--- config.mk ---
export PLATFORM = sky130hd
export DESIGN_NAME = pipe_ctrl
export DESIGN_NICKNAME = d
export VERILOG_FILES = /design/src/rtl/pipe_ctrl.sv
export SDC_FILE = /design/constraint.sdc
export NUM_CORES = 1
export LEC_CHECK = 0
export ABC_CLOCK_PERIOD_IN_PS = 2000
export BUFFER_PORTS_ARGS = -buffer_cell sky130_fd_sc_hd__buf_4
export CAP_MARGIN = 15
export CORE_MARGIN = 3
export CORE_UTILIZATION = 45
export CTS_CLUSTER_SIZE = 16
export DETAILED_ROUTE_END_ITERATION = 7
export PLACE_DENSITY_LB_ADDON = 0.08
export SETUP_SLACK_MARGIN = 0.4
export SLEW_MARGIN = 0
export SYNTH_ARGS = -nofsm -noshare
export SYNTH_HDL_FRONTEND = slang
export SYNTH_SLANG_ARGS = --single-unit
export TNS_END_PERCENT = 100
--- constraint.sdc ---
create_clock -name Clk -period 2 [get_ports Clk]
set_input_delay 0.4 -clock Clk [delete_from_list [all_inputs] [get_ports Clk]]
set_output_delay 0.4 -clock Clk [all_outputs]
set_load 0.005 [all_outputs]
--- src/rtl/pipe_ctrl.sv ---
`default_nettype none
// ============================================================================
//  Module      : pipe_ctrl
//  Description : Five-stage pipeline hazard / memory-wait controller.
//                Produces the pipeline-register enables and bubble controls
//                from the current control state and the hazard inputs.
//                Handles memory freezes with a bounded wait (TIMEOUT) that
//                falls into a sticky HALT state, taken branches (flush
//                IF/ID and ID/EX), and single-cycle load-use stalls.
//  Revision    : 1.0 - initial release
// ----------------------------------------------------------------------------
//  Ports
//    Clk                   rising-edge clock for all state
//    Rst                   synchronous active-high reset
//    IdRs, IdRt [4:0]      source registers of the instruction in ID
//    IdUsesRt              ID instruction reads Rt
//    ExWreg, ExReg2reg     EX instruction writes a register / is a load
//    ExRd [4:0]            EX destination register
//    ExBtaken              branch resolved taken in EX
//    MemReq, MemReady      MEM data access pending / data memory done
//    EnPC..EnMEMWB         pipeline register enables
//    ClrIFID, ClrIDEX      synchronous bubble insert into IF/ID, ID/EX
//    BubMEMWB              MEM/WB captures Wreg=0 on this edge
//    Halted, MemErr        halt state / sticky memory-timeout flag
//    StallCnt [15:0]       saturating count of stall cycles
// ============================================================================
module pipe_ctrl #(
  parameter int TIMEOUT = 64
) (
  input  logic        Clk,
  input  logic        Rst,
  input  logic [4:0]  IdRs,
  input  logic [4:0]  IdRt,
  input  logic        IdUsesRt,
  input  logic        ExWreg,
  input  logic        ExReg2reg,
  input  logic [4:0]  ExRd,
  input  logic        ExBtaken,
  input  logic        MemReq,
  input  logic        MemReady,
  output logic        EnPC,
  output logic        EnIFID,
  output logic        EnIDEX,
  output logic        EnEXMEM,
  output logic        EnMEMWB,
  output logic        ClrIFID,
  output logic        ClrIDEX,
  output logic        BubMEMWB,
  output logic        Halted,
  output logic        MemErr,
  output logic [15:0] StallCnt
);

  localparam logic [1:0] S_RUN  = 2'd0;
  localparam logic [1:0] S_WAIT = 2'd1;
  localparam logic [1:0] S_HALT = 2'd2;

  // Wait-counter value on which the next freeze cycle gives up.
  localparam logic [7:0] c_WAIT_LAST = 8'(TIMEOUT - 1);

  logic [1:0]  r_state;
  logic [1:0]  w_nextState;
  logic [7:0]  r_waitCnt;
  logic [7:0]  w_nextWaitCnt;
  logic        r_memErr;
  logic        r_luDone;
  logic [15:0] r_stallCnt;

  logic        w_halt;
  logic        w_mf;
  logic        w_loadUse;
  logic        w_luStall;
  logic        w_stallCycle;

  assign w_halt = (r_state == S_HALT);

  // Memory freeze: only meaningful while running or waiting.
  assign w_mf = MemReq & ~MemReady & ~w_halt;

  assign w_loadUse = ExWreg & ExReg2reg & (ExRd != 5'd0) &
                     ((ExRd == IdRs) | (IdUsesRt & (ExRd == IdRt)));

  // A load-use stall never repeats back to back: after one stall cycle the
  // load has moved on and ID/EX holds a bubble, so a still-asserted compare
  // is stale and must not stall again.
  assign w_luStall = w_loadUse & ~r_luDone;

  // ---------------------------------------------------------------------
  // Enables / clears (combinational, priority HALT > MF > branch > LU)
  // ---------------------------------------------------------------------
  always_comb begin
    EnPC     = 1'b1;
    EnIFID   = 1'b1;
    EnIDEX   = 1'b1;
    EnEXMEM  = 1'b1;
    EnMEMWB  = 1'b1;
    ClrIFID  = 1'b0;
    ClrIDEX  = 1'b0;
    BubMEMWB = 1'b0;
    if (Rst) begin
      EnPC     = 1'b0;
      EnIFID   = 1'b0;
      EnIDEX   = 1'b0;
      EnEXMEM  = 1'b0;
      EnMEMWB  = 1'b0;
      ClrIFID  = 1'b1;
      ClrIDEX  = 1'b1;
      BubMEMWB = 1'b1;
    end else if (w_halt) begin
      EnPC     = 1'b0;
      EnIFID   = 1'b0;
      EnIDEX   = 1'b0;
      EnEXMEM  = 1'b0;
      EnMEMWB  = 1'b0;
    end else if (w_mf) begin
      // Freeze everything upstream; MEM/WB keeps flowing with a bubble so
      // the instruction ahead of the stalled access can retire.
      EnPC     = 1'b0;
      EnIFID   = 1'b0;
      EnIDEX   = 1'b0;
      EnEXMEM  = 1'b0;
      BubMEMWB = 1'b1;
    end else if (ExBtaken) begin
      ClrIFID  = 1'b1;
      ClrIDEX  = 1'b1;
    end else if (w_luStall) begin
      EnPC     = 1'b0;
      EnIFID   = 1'b0;
      ClrIDEX  = 1'b1;
    end
  end

  assign Halted   = w_halt;
  assign MemErr   = r_memErr;
  assign StallCnt = r_stallCnt;

  assign w_stallCycle = ~EnPC & ~w_halt;

  // ---------------------------------------------------------------------
  // Next state / wait counter
  // ---------------------------------------------------------------------
  always_comb begin
    w_nextState   = r_state;
    w_nextWaitCnt = r_waitCnt;
    case (r_state)
      S_RUN, S_WAIT: begin
        if (w_mf) begin
          if (r_waitCnt == c_WAIT_LAST) begin
            w_nextState   = S_HALT;
            w_nextWaitCnt = r_waitCnt;
          end else begin
            w_nextState   = S_WAIT;
            w_nextWaitCnt = r_waitCnt + 8'd1;
          end
        end else begin
          // Release (or no access): pipeline advances this cycle.
          w_nextState   = S_RUN;
          w_nextWaitCnt = 8'd0;
        end
      end
      S_HALT: begin
        w_nextState   = S_HALT;
        w_nextWaitCnt = r_waitCnt;
      end
      default: begin
        w_nextState   = S_RUN;
        w_nextWaitCnt = 8'd0;
      end
    endcase
  end

  always_ff @(posedge Clk) begin
    if (Rst) begin
      r_state    <= S_RUN;
      r_waitCnt  <= 8'd0;
      r_memErr   <= 1'b0;
      r_luDone   <= 1'b0;
      r_stallCnt <= 16'd0;
    end else begin
      r_state   <= w_nextState;
      r_waitCnt <= w_nextWaitCnt;
      if (w_mf && (r_waitCnt == c_WAIT_LAST)) begin
        r_memErr <= 1'b1;
      end
      r_luDone <= ~w_halt & ~w_mf & ~ExBtaken & w_luStall;
      if (w_stallCycle && (r_stallCnt != 16'hFFFF)) begin
        r_stallCnt <= r_stallCnt + 16'd1;
      end
    end
  end

endmodule
`default_nettype wire
==> results of run 1 <==
-- critical path, cell delays in order --
cell	delay, ps
buf_8	100
buf_6	110
xor2_2	140
nor4_2	280
a32oi_1	160
buf_4	170
o31a_1	240
buf_4	140
-- power by group --
part,internal [mW],switching [mW]
clock network,0.203,0.189
logic,0.137,0.112
registers,0.567,0.00815
-- repair_timing --
item,4_1_cts,5_1_grt
hold buffers,0,0
setup endpoints to repair,34,33
setup buffers,11,4
gates cloned,1,0
resized for setup,42,43
hold endpoints to repair,0,0
pin swaps,13,16
-- state kept, by name (all words and copies together) (netlist names) --
signal / flops
MemErr: 1
StallCnt: 16
r_luDone: 1
r_state: 2
r_waitCnt: 8
-- stage by stage --
stage               utilization  std cells  instance area, sq um  setup WS (ps)
finish                    0.850        318                  2620           -143
CTS                       0.779        314                  2400           -113
global placement          0.682        298                  2100           -334
global route              0.850        318                  2620           -194
detailed placement        0.682        298                  2100           -373
floorplan                     -        185                  1510           -139
-- worst max-delay path by stage --
stage	start	endpoint	slack (ps)	depth (start not counted)
final	ExRd[1]	EnIFID	-140	8
after global placement	ExRd[3]	StallCnt[3]	-330	8
after detailed placement	ExRd[3]	StallCnt[3]	-370	8
after floorplan	ExRd[3]	StallCnt[15]	-140	7
after global routing	ExRd[1]	EnPC	-190	8
after CTS	ExRd[1]	EnIFID	-110	8
-- placed cells by master (no fill, tap or decap), types with 3 or more instances in the layout --
master	netlist	layout
a21oi_1	18	4
a21oi_2	0	13
buf_4	2	74
buf_6	1	18
clkbuf_4	0	3
dfxtp_1	28	23
dfxtp_2	0	4
inv_1	4	4
nand2_1	10	10
nand3_1	9	8
nand4_1	5	5
nor2_1	24	19
nor2_4	0	4
nor3_1	5	3
o21ai_0	12	9
or3_1	12	5
or3_4	0	7
or4_4	0	3
xor2_1	13	11
-- area by class of cell --
type	instances	area [sq um]	share of cell area
Multi-Input combinational cell	145	1150	0.440
Sequential cell	28	569	0.218
Clock inverter	1	30.0	0.0115
Clock buffer	3	22.5	0.00861
Tap cell	44	55.1	0.0210
Inverter	4	15.0	0.00574
Timing Repair Buffer	93	773	0.296
-- logic make-up after synthesis --
group,Yosys count,synth area share
AOI/OAI and AO/OA,41,0.162
buffers and inverters,13,0.0441
and+or+nand+nor,84,0.293
adders and majority gates,2,0.0170
muxes,2,0.0144
DFF,28,0.380
xor gates and xnor gates,15,0.0891
-- routing by layer --
layer,global-route usage,vias to the layer above
met4,0.0836,0
met2,0.448,75
met3,0.0463,24
met1,0.250,876
met5,0,-
li1,-,834
==> results.sh, run 1 <==
export IMPL_grt_use_total=0.234
export IMPL_yosys_cell_types_count=37
export IMPL_ys_ff_latch=28
export IMPL_reg2reg_depth=8
export IMPL_initialDrtViolationCount=105
export IMPL_dieArea_sq_um=4000
export IMPL_port_buffers=48
export IMPL_top_layer_used="met4"
export IMPL_path_clk_slew_ps=160
export IMPL_max_cap_viol_count=0
export IMPL_grt_pass1_vias=1706
export IMPL_die_x_um=63.2
export IMPL_clkLatencyLatePin_ps=350
export IMPL_synth_edf_count=0
export IMPL_hold_viol=0
export IMPL_p_total_mw=1.22
export IMPL_cts_sinks=28
export IMPL_wl_um=5520
export IMPL_fillers=168
export IMPL_status="finished with violations"
export IMPL_timing_rr_start="StallCnt[0]"
export IMPL_yosys_area_top_type="dfxtp_1"
export IMPL_arrival_ps=1740
export IMPL_finClkSkew_ps=11.5
export IMPL_min_from="ExBtaken"
export IMPL_finalNetCount=300
export IMPL_cts_root_buf="clkbuf_4"
export IMPL_irDropWorstVdd_v=0.000397
export IMPL_antenna_found_initial=0
export IMPL_worst_slack_ps=-143
export IMPL_syn_nets=210
export IMPL_p_per_area_nw_per_um2=465
export IMPL_synthArstFlopShare=0
export IMPL_ys_warn_count=0
export IMPL_cts_tree="done"
export IMPL_worstMarginPinSlew_ps=393
export IMPL_drc=0
export IMPL_die_y_um=63.2
export IMPL_synth_area_leaders="dfxtp_1 38%, xor2_1 7.7%, a21oi_1 6.1%, nor2_1 6.1%, or3_1 5.1%"
export IMPL_setup_viol=13
export IMPL_hold_depth=3
export IMPL_cp_start_kind="input port"
export IMPL_syn_area_sq_um=1470
export IMPL_ant_nets=0
export IMPL_gp_congestion=0.807
export IMPL_syn2layout_area_growth_pct=77.5
export IMPL_critPathKind="input port to output port"
export IMPL_core_sq_um=3080
export IMPL_initial_core_util=0.479
export IMPL_p_leak_nw=1.06
export IMPL_regToRegSetupSlack_ps=-90
export IMPL_routed_wl_met3_um=307
export IMPL_cts_buffers=3
export IMPL_clk_path_buf_depth=2
export IMPL_antenna_cells=0
export IMPL_setup_tns_ps=-837
export IMPL_rsz0062_at_grt="yes"
export IMPL_grt_max_degree=27
export IMPL_hpwl_um=2950
export IMPL_cp_max_fo=3
export IMPL_grt_ovfl_total=0
export IMPL_cp_end_kind="output port"
export IMPL_yosysMostFrequentCell="dfxtp_1"
export IMPL_r2r_end="StallCnt[7]"
export IMPL_drt_first_pass_iters=4
export IMPL_failed_checks="setup timing"
export IMPL_synth_cells=185
export IMPL_whs_endpoint="r_luDone"
export IMPL_yosysSeqAreaShare=0.380
export IMPL_fp_row_count=20
export IMPL_via_per_inst=5.69
export IMPL_wl_per_cell_um=17.4
export IMPL_syn_avg_cell_area_sq_um=7.97
export IMPL_met1_length_um=1890
export IMPL_ys_flop_type="dfxtp_1"
export IMPL_synth_top_cell_area_share=0.380
export IMPL_slew_viol_final=0
export IMPL_grt_pass1_wl_um=7540
export IMPL_ios=49
export IMPL_hp_class="input port to flop"
export IMPL_met2WireLength_um=3090
export IMPL_relSlewSlack=0.737
export IMPL_netlist_top_cells_count="28 x dfxtp_1, 24 x nor2_1, 18 x a21oi_1, 13 x xor2_1"
export IMPL_finalCritPeriodShare=1.07
export IMPL_whs_ps=315
export IMPL_vias=1809
export IMPL_fmax_mhz=467
export IMPL_crit_required_ps=1600
export IMPL_htree_num_levels=1
export IMPL_timing_final_crit_period_ps=2140
export IMPL_drive_gt1_frac=0.547
Note: power is estimated with default switching activity, not from simulation.
==> run 2, diff against run 1 <==
--- a/config.mk
+++ b/config.mk
@@ -5,11 +5,11 @@
 export SDC_FILE = /design/constraint.sdc
 export NUM_CORES = 1
 export LEC_CHECK = 0
-export ABC_CLOCK_PERIOD_IN_PS = 2000
+export ABC_CLOCK_PERIOD_IN_PS = 2400
 export BUFFER_PORTS_ARGS = -buffer_cell sky130_fd_sc_hd__buf_4
 export CAP_MARGIN = 15
 export CORE_MARGIN = 3
-export CORE_UTILIZATION = 45
+export CORE_UTILIZATION = 49
 export CTS_CLUSTER_SIZE = 16
 export DETAILED_ROUTE_END_ITERATION = 7
 export PLACE_DENSITY_LB_ADDON = 0.08
==> constraint.sdc (replaced) <==
create_clock -name Clk -period 2.4 [get_ports Clk]
set_input_delay 0.48 -clock Clk [delete_from_list [all_inputs] [get_ports Clk]]
set_output_delay 0.48 -clock Clk [all_outputs]
set_load 0.005 [all_outputs]
==> run 2 against run 1 <==
The run now ends clean. Global-route usage is 3.1 points lower. Final cell count is 13% lower. Setup slack better by 360 ps. Sequential cell count stayed put. Design area is 15% lower. Clock power is 40% lower. Combinational power is 32% lower. Sequential share of layout area is 4.1 points higher.
==> results.sh, run 2 (synthesized netlist as in run 1, its figures left out) <==
export IMPL_fmax_mhz=457
export IMPL_wl_um=4130
export IMPL_hpwl_um=2740
export IMPL_setup_viol=0
export IMPL_finalNetCount=272
export IMPL_path_clk_slew_ps=150
export IMPL_relSlewSlack=0.677
export IMPL_syn2layout_area_growth_pct=50.3
export IMPL_grt_ovfl_total=0
export IMPL_hold_viol=0
export IMPL_timing_final_crit_period_ps=2190
export IMPL_worst_slack_ps=212
export IMPL_ios=49
export IMPL_clk_path_buf_depth=2
export IMPL_dp_slack_ps=-21.5
export IMPL_dieArea_sq_um=3700
export IMPL_cp_end_kind="output port"
export IMPL_largest_reg_flops=16
export IMPL_fp_row_count=19
export IMPL_antenna_cells=0
export IMPL_clkLatencyLatePin_ps=330
export IMPL_regToRegSetupSlack_ps=330
export IMPL_worstMarginPinSlew_ps=484
export IMPL_cp_endpoint="ClrIDEX"
export IMPL_via_per_inst=5.78
export IMPL_cts_tree="done"
export IMPL_finClkSkew_ps=4.09
export IMPL_p_per_area_nw_per_um2=402
export IMPL_fillers=173
export IMPL_finalCritPeriodShare=0.911
export IMPL_rsz0062_at_grt="yes"
export IMPL_wl_per_cell_um=14.9
export IMPL_slew_viol_final=0
export IMPL_crit_required_ps=1920
export IMPL_grt_pass1_wl_um=5860
export IMPL_vias=1602
export IMPL_htree_num_levels=1
export IMPL_reg2reg_depth=8
export IMPL_gp_congestion=0.784
export IMPL_cp_max_fo=3
export IMPL_initial_core_util=0.525
export IMPL_holdBufCountCts=0
export IMPL_final_cells=277
export IMPL_ant_nets=0
export IMPL_p_leak_nw=0.883
export IMPL_timing_rr_start="StallCnt[0]"
export IMPL_hp_class="input port to flop"
export IMPL_drc=0
export IMPL_post_dp_cell_area_sq_um=1910
export IMPL_cts_sinks=28
export IMPL_antenna_found_initial=0
export IMPL_drive_gt1_frac=0.411
export IMPL_grt_use_total=0.202
export IMPL_cp_start_kind="input port"
export IMPL_final_common_cell="buf_4"
export IMPL_status="complete, no violations"
export IMPL_arrival_ps=1710
export IMPL_r2r_end="StallCnt[6]"
export IMPL_die_x_um=60.8
export IMPL_worstSetupStartpoint="IdRt[3]"
export IMPL_max_cap_viol_count=0
export IMPL_cts_buffers=3
export IMPL_layout_common_cells="52 x buf_4, 22 x dfxtp_1, 22 x nor2_1, 13 x a21oi_1, 12 x xor2_1"
export IMPL_drt_first_pass_iters=4
export IMPL_core_sq_um=2810
export IMPL_port_buffers=48
export IMPL_cts_root_buf="clkbuf_4"
export IMPL_grt_max_degree=27
export IMPL_grt_pass1_vias=1387
export IMPL_die_y_um=60.8
export IMPL_irDropWorstVdd_v=0.000352
export IMPL_fin_area_sq_um=2210
export IMPL_initialDrtViolationCount=75
export IMPL_critPathKind="input port to output port"
export IMPL_dpl_cell_count=264
## run 2: final cells by class
cell class,instances,area [sq um],area share
multi-input combinational,145,1000,0.453
sequential,28,573,0.259
timing repair buffer,65,548,0.247
tap,31,38.8,0.0175
clock buffer,4,36.3,0.0164
inverter,4,15.0,0.00678
## run 2: per-stage QoR
step	setup TNS, ps	hold WS [ps]	power [mW]	util
3_3_place_gp	0	470	0.613	0.681
5_1_grt	0	290	0.930	0.789
6_report	0	315	0.890	0.789
4_1_cts	0	311	0.852	0.704
2_1_floorplan	0	450	0.552	-
3_5_place_dp	-61.1	482	0.618	0.681
## run 2: worst min-delay path by stage
stage | from | endpoint | depth (start not counted)
after CTS | ExBtaken | r_luDone | 2
after floorplan | r_waitCnt[3] | r_waitCnt[3] | 2
after global placement | r_waitCnt[3] | r_waitCnt[3] | 2
final | ExBtaken | r_luDone | 2
after global routing | ExBtaken | r_luDone | 2
after detailed placement | r_waitCnt[3] | r_waitCnt[3] | 2
## run 2: layer usage
| metal | up-vias | share of wire | GRT usage |
|---|---|---|---|
| met3 | 6 | 0.053 | 0.0362 |
| li1 | 784 | - | - |
| met1 | 769 | 0.41 | 0.248 |
| met2 | 43 | 0.53 | 0.359 |
| met5 | - | 0 | 0 |
| met4 | 0 | 0.013 | 0.0619 |
## run 2: where the power goes
part / switching, mW / internal [mW] / leakage (nW)
Sequential: 0.00988 / 0.473 / 0.230
Combinational: 0.0732 / 0.0971 / 0.633
Clock: 0.144 / 0.0930 / 0.0210
Total: 0.227 / 0.663 / 0.883
## run 2: worst max-delay path, cell delays in order
cell,delay [ps]
buf_6,100
xor2_2,160
nor4_2,310
a32oi_2,190
buf_4,170
nor2_2,90
a21o_1,130
buf_6,90
## run 2: repair_timing
item                                    in CTS  in global routing
cloned                                       0                  3
pin swaps                                    8                 18
hold endpoints to repair                     0                  0
buffers inserted                             0                  6
resized for setup                           10                 37
endpoints found under the setup margin      20                 26
==> run 3, diff against run 2 <==
--- a/config.mk
+++ b/config.mk
@@ -13,7 +13,7 @@
 export CTS_CLUSTER_SIZE = 16
 export DETAILED_ROUTE_END_ITERATION = 7
 export PLACE_DENSITY_LB_ADDON = 0.08
-export SETUP_SLACK_MARGIN = 0.4
+export SETUP_SLACK_MARGIN = 0.2
 export SLEW_MARGIN = 0
 export SYNTH_ARGS = -nofsm -noshare
 export SYNTH_HDL_FRONTEND = slang
==> run 3 against run 2 <==
Sequential share of layout area grew 2.4 points. Maximum frequency shrank 2.2%. Design area fell by 9.9%. Critical path type unchanged.
==> results.sh, run 3 (synthesized netlist as in run 1, its figures left out) <==
export IMPL_status="complete, no violations"
export IMPL_p_leak_nw=0.812
export IMPL_intPower_mw=0.612
export IMPL_grt_max_degree=27
export IMPL_wl_per_cell_um=13.0
export IMPL_cts_root_buf="clkbuf_4"
export IMPL_clk_path_buf_depth=2
export IMPL_hold_viol=0
export IMPL_post_dp_cell_area_sq_um=1910
export IMPL_initialDrtViolationCount=89
export IMPL_final_cells=271
export IMPL_relSlewSlack=0.685
export IMPL_cp_end_kind="output port"
export IMPL_antenna_cells=0
export IMPL_clkLatencyLatePin_ps=320
export IMPL_cts_buffers=3
export IMPL_largest_reg_flops=16
export IMPL_gp_congestion=0.915
export IMPL_hp_class="input port to flop"
export IMPL_drt_first_pass_iters=4
export IMPL_critPathKind="input port to output port"
export IMPL_grt_pass1_vias=1362
export IMPL_pwr_share_clk=0.230
export IMPL_fin_util=0.711
export IMPL_dpl_cell_count=266
export IMPL_path_cells="buf_4, buf_4, xor2_2, nor3_1, a32oi_1, buf_4, o31a_1, buf_4"
export IMPL_crit_required_ps=1920
export IMPL_cts_sinks=28
export IMPL_syn2layout_area_growth_pct=35.4
export IMPL_hpwl_um=2660
export IMPL_max_cap_viol_count=0
export IMPL_grt_use_total=0.199
export IMPL_cpMaxStageDelayCell="o31a_1"
export IMPL_finalNetCount=267
export IMPL_grt_pass1_wl_um=5760
export IMPL_grt_ovfl_total=0
export IMPL_grt_met2_usage=0.324
export IMPL_die_x_um=60.8
export IMPL_ant_nets=0
export IMPL_timing_final_crit_period_ps=2240
export IMPL_path_clk_slew_ps=130
export IMPL_drc=0
export IMPL_p_sw_mw=0.196
export IMPL_fp_row_count=19
export IMPL_holdBufCountCts=0
export IMPL_vias=1508
export IMPL_final_common_cell="buf_4"
export IMPL_worst_slack_ps=164
export IMPL_cpLargestDelayFamily="buffers and inverters"
export IMPL_antenna_found_initial=0
export IMPL_fmax_mhz=447
export IMPL_arrival_ps=1760
export IMPL_htree_num_levels=1
export IMPL_via_per_inst=5.56
export IMPL_p_per_area_nw_per_um2=405
export IMPL_fillers=237
export IMPL_pwr_share_seq=0.593
export IMPL_dp_slack_ps=-77.7
export IMPL_grtUsageMet1=0.262
export IMPL_fin_area_sq_um=2000
export IMPL_core_sq_um=2810
export IMPL_setup_tns_ps=0
export IMPL_cp_max_fo=3
export IMPL_dieArea_sq_um=3700
export IMPL_initial_core_util=0.525
export IMPL_cp_slowest_stage_delay_ps=250
export IMPL_slew_viol_final=0
export IMPL_layout_common_cells="55 x buf_4, 27 x dfxtp_1, 24 x nor2_1, 18 x a21oi_1"
export IMPL_ios=49
export IMPL_pwr_share_comb=0.177
export IMPL_rsz0062_at_grt="yes"
export IMPL_finalCritPeriodShare=0.932
export IMPL_finClkSkew_ps=11.0
export IMPL_die_y_um=60.8
export IMPL_setup_viol=0
export IMPL_swShare=0.242
export IMPL_cts_tree="done"
export IMPL_crit_path_frequent_cell="buf_4"
export IMPL_grt_busiest_layer="met2"
export IMPL_use_met3=0.0362
export IMPL_cp_start_kind="input port"
export IMPL_crit_buf_inv=4
export IMPL_worstMarginPinSlew_ps=472
export IMPL_irDropWorstVdd_v=0.000445
export IMPL_port_buffers=48
export IMPL_wl_um=3510
export IMPL_drive_gt1_frac=0.300
-- run 3: changes by cell type in the layout (fill, tap and decap cells not counted), sizes merged --
cell and delta:
o21a -1, clkbuf -2, buf -3
-- run 3: power by group through the flow --
stage	combinational, mW	clock, mW	sequential, mW
3_5_place_dp	0.131	0	0.489
5_1_grt	0.157	0.219	0.481
2_1_floorplan	0.0617	0	0.489
6_report	0.143	0.186	0.479
4_1_cts	0.137	0.197	0.480
3_3_place_gp	0.127	0	0.489
-- run 3: final timing paths --
check | startpoint | end | slack (ps) | cells after the start
max | ExRd[0] | EnIFID | 160 | 8
min | ExBtaken | r_luDone | 340 | 2
max reg2reg | StallCnt[0] | StallCnt[5] | 280 | 8
min reg2reg | MemErr | MemErr | 500 | 2
-- run 3: final cells by class --
cell class,instances,area [sq um],area share
Multi-Input combinational cell,144,875,0.438
Sequential cell,28,564,0.283
Timing Repair Buffer,61,480,0.241
Tap cell,31,38.8,0.0194
Clock buffer,3,22.5,0.0113
Inverter,4,15.0,0.00752
-- run 3: metrics by stage --
step,total power [mW],hold WS [ps]
5_1_grt,0.856,305
3_3_place_gp,0.616,460
2_1_floorplan,0.550,450
6_report,0.808,337
3_5_place_dp,0.620,467
4_1_cts,0.814,324
-- run 3: metal layers --
layer	routed length, um	vias up
li1	-	767
met1	1590	691
met2	1680	48
met3	213	2
met4	27	0
met5	0	-
-- run 3: timing repair --
action	4_1_cts	5_1_grt
pin swaps	6	1
setup buffers	1	1
gates resized for setup	7	6
endpoints found under the setup margin	10	14
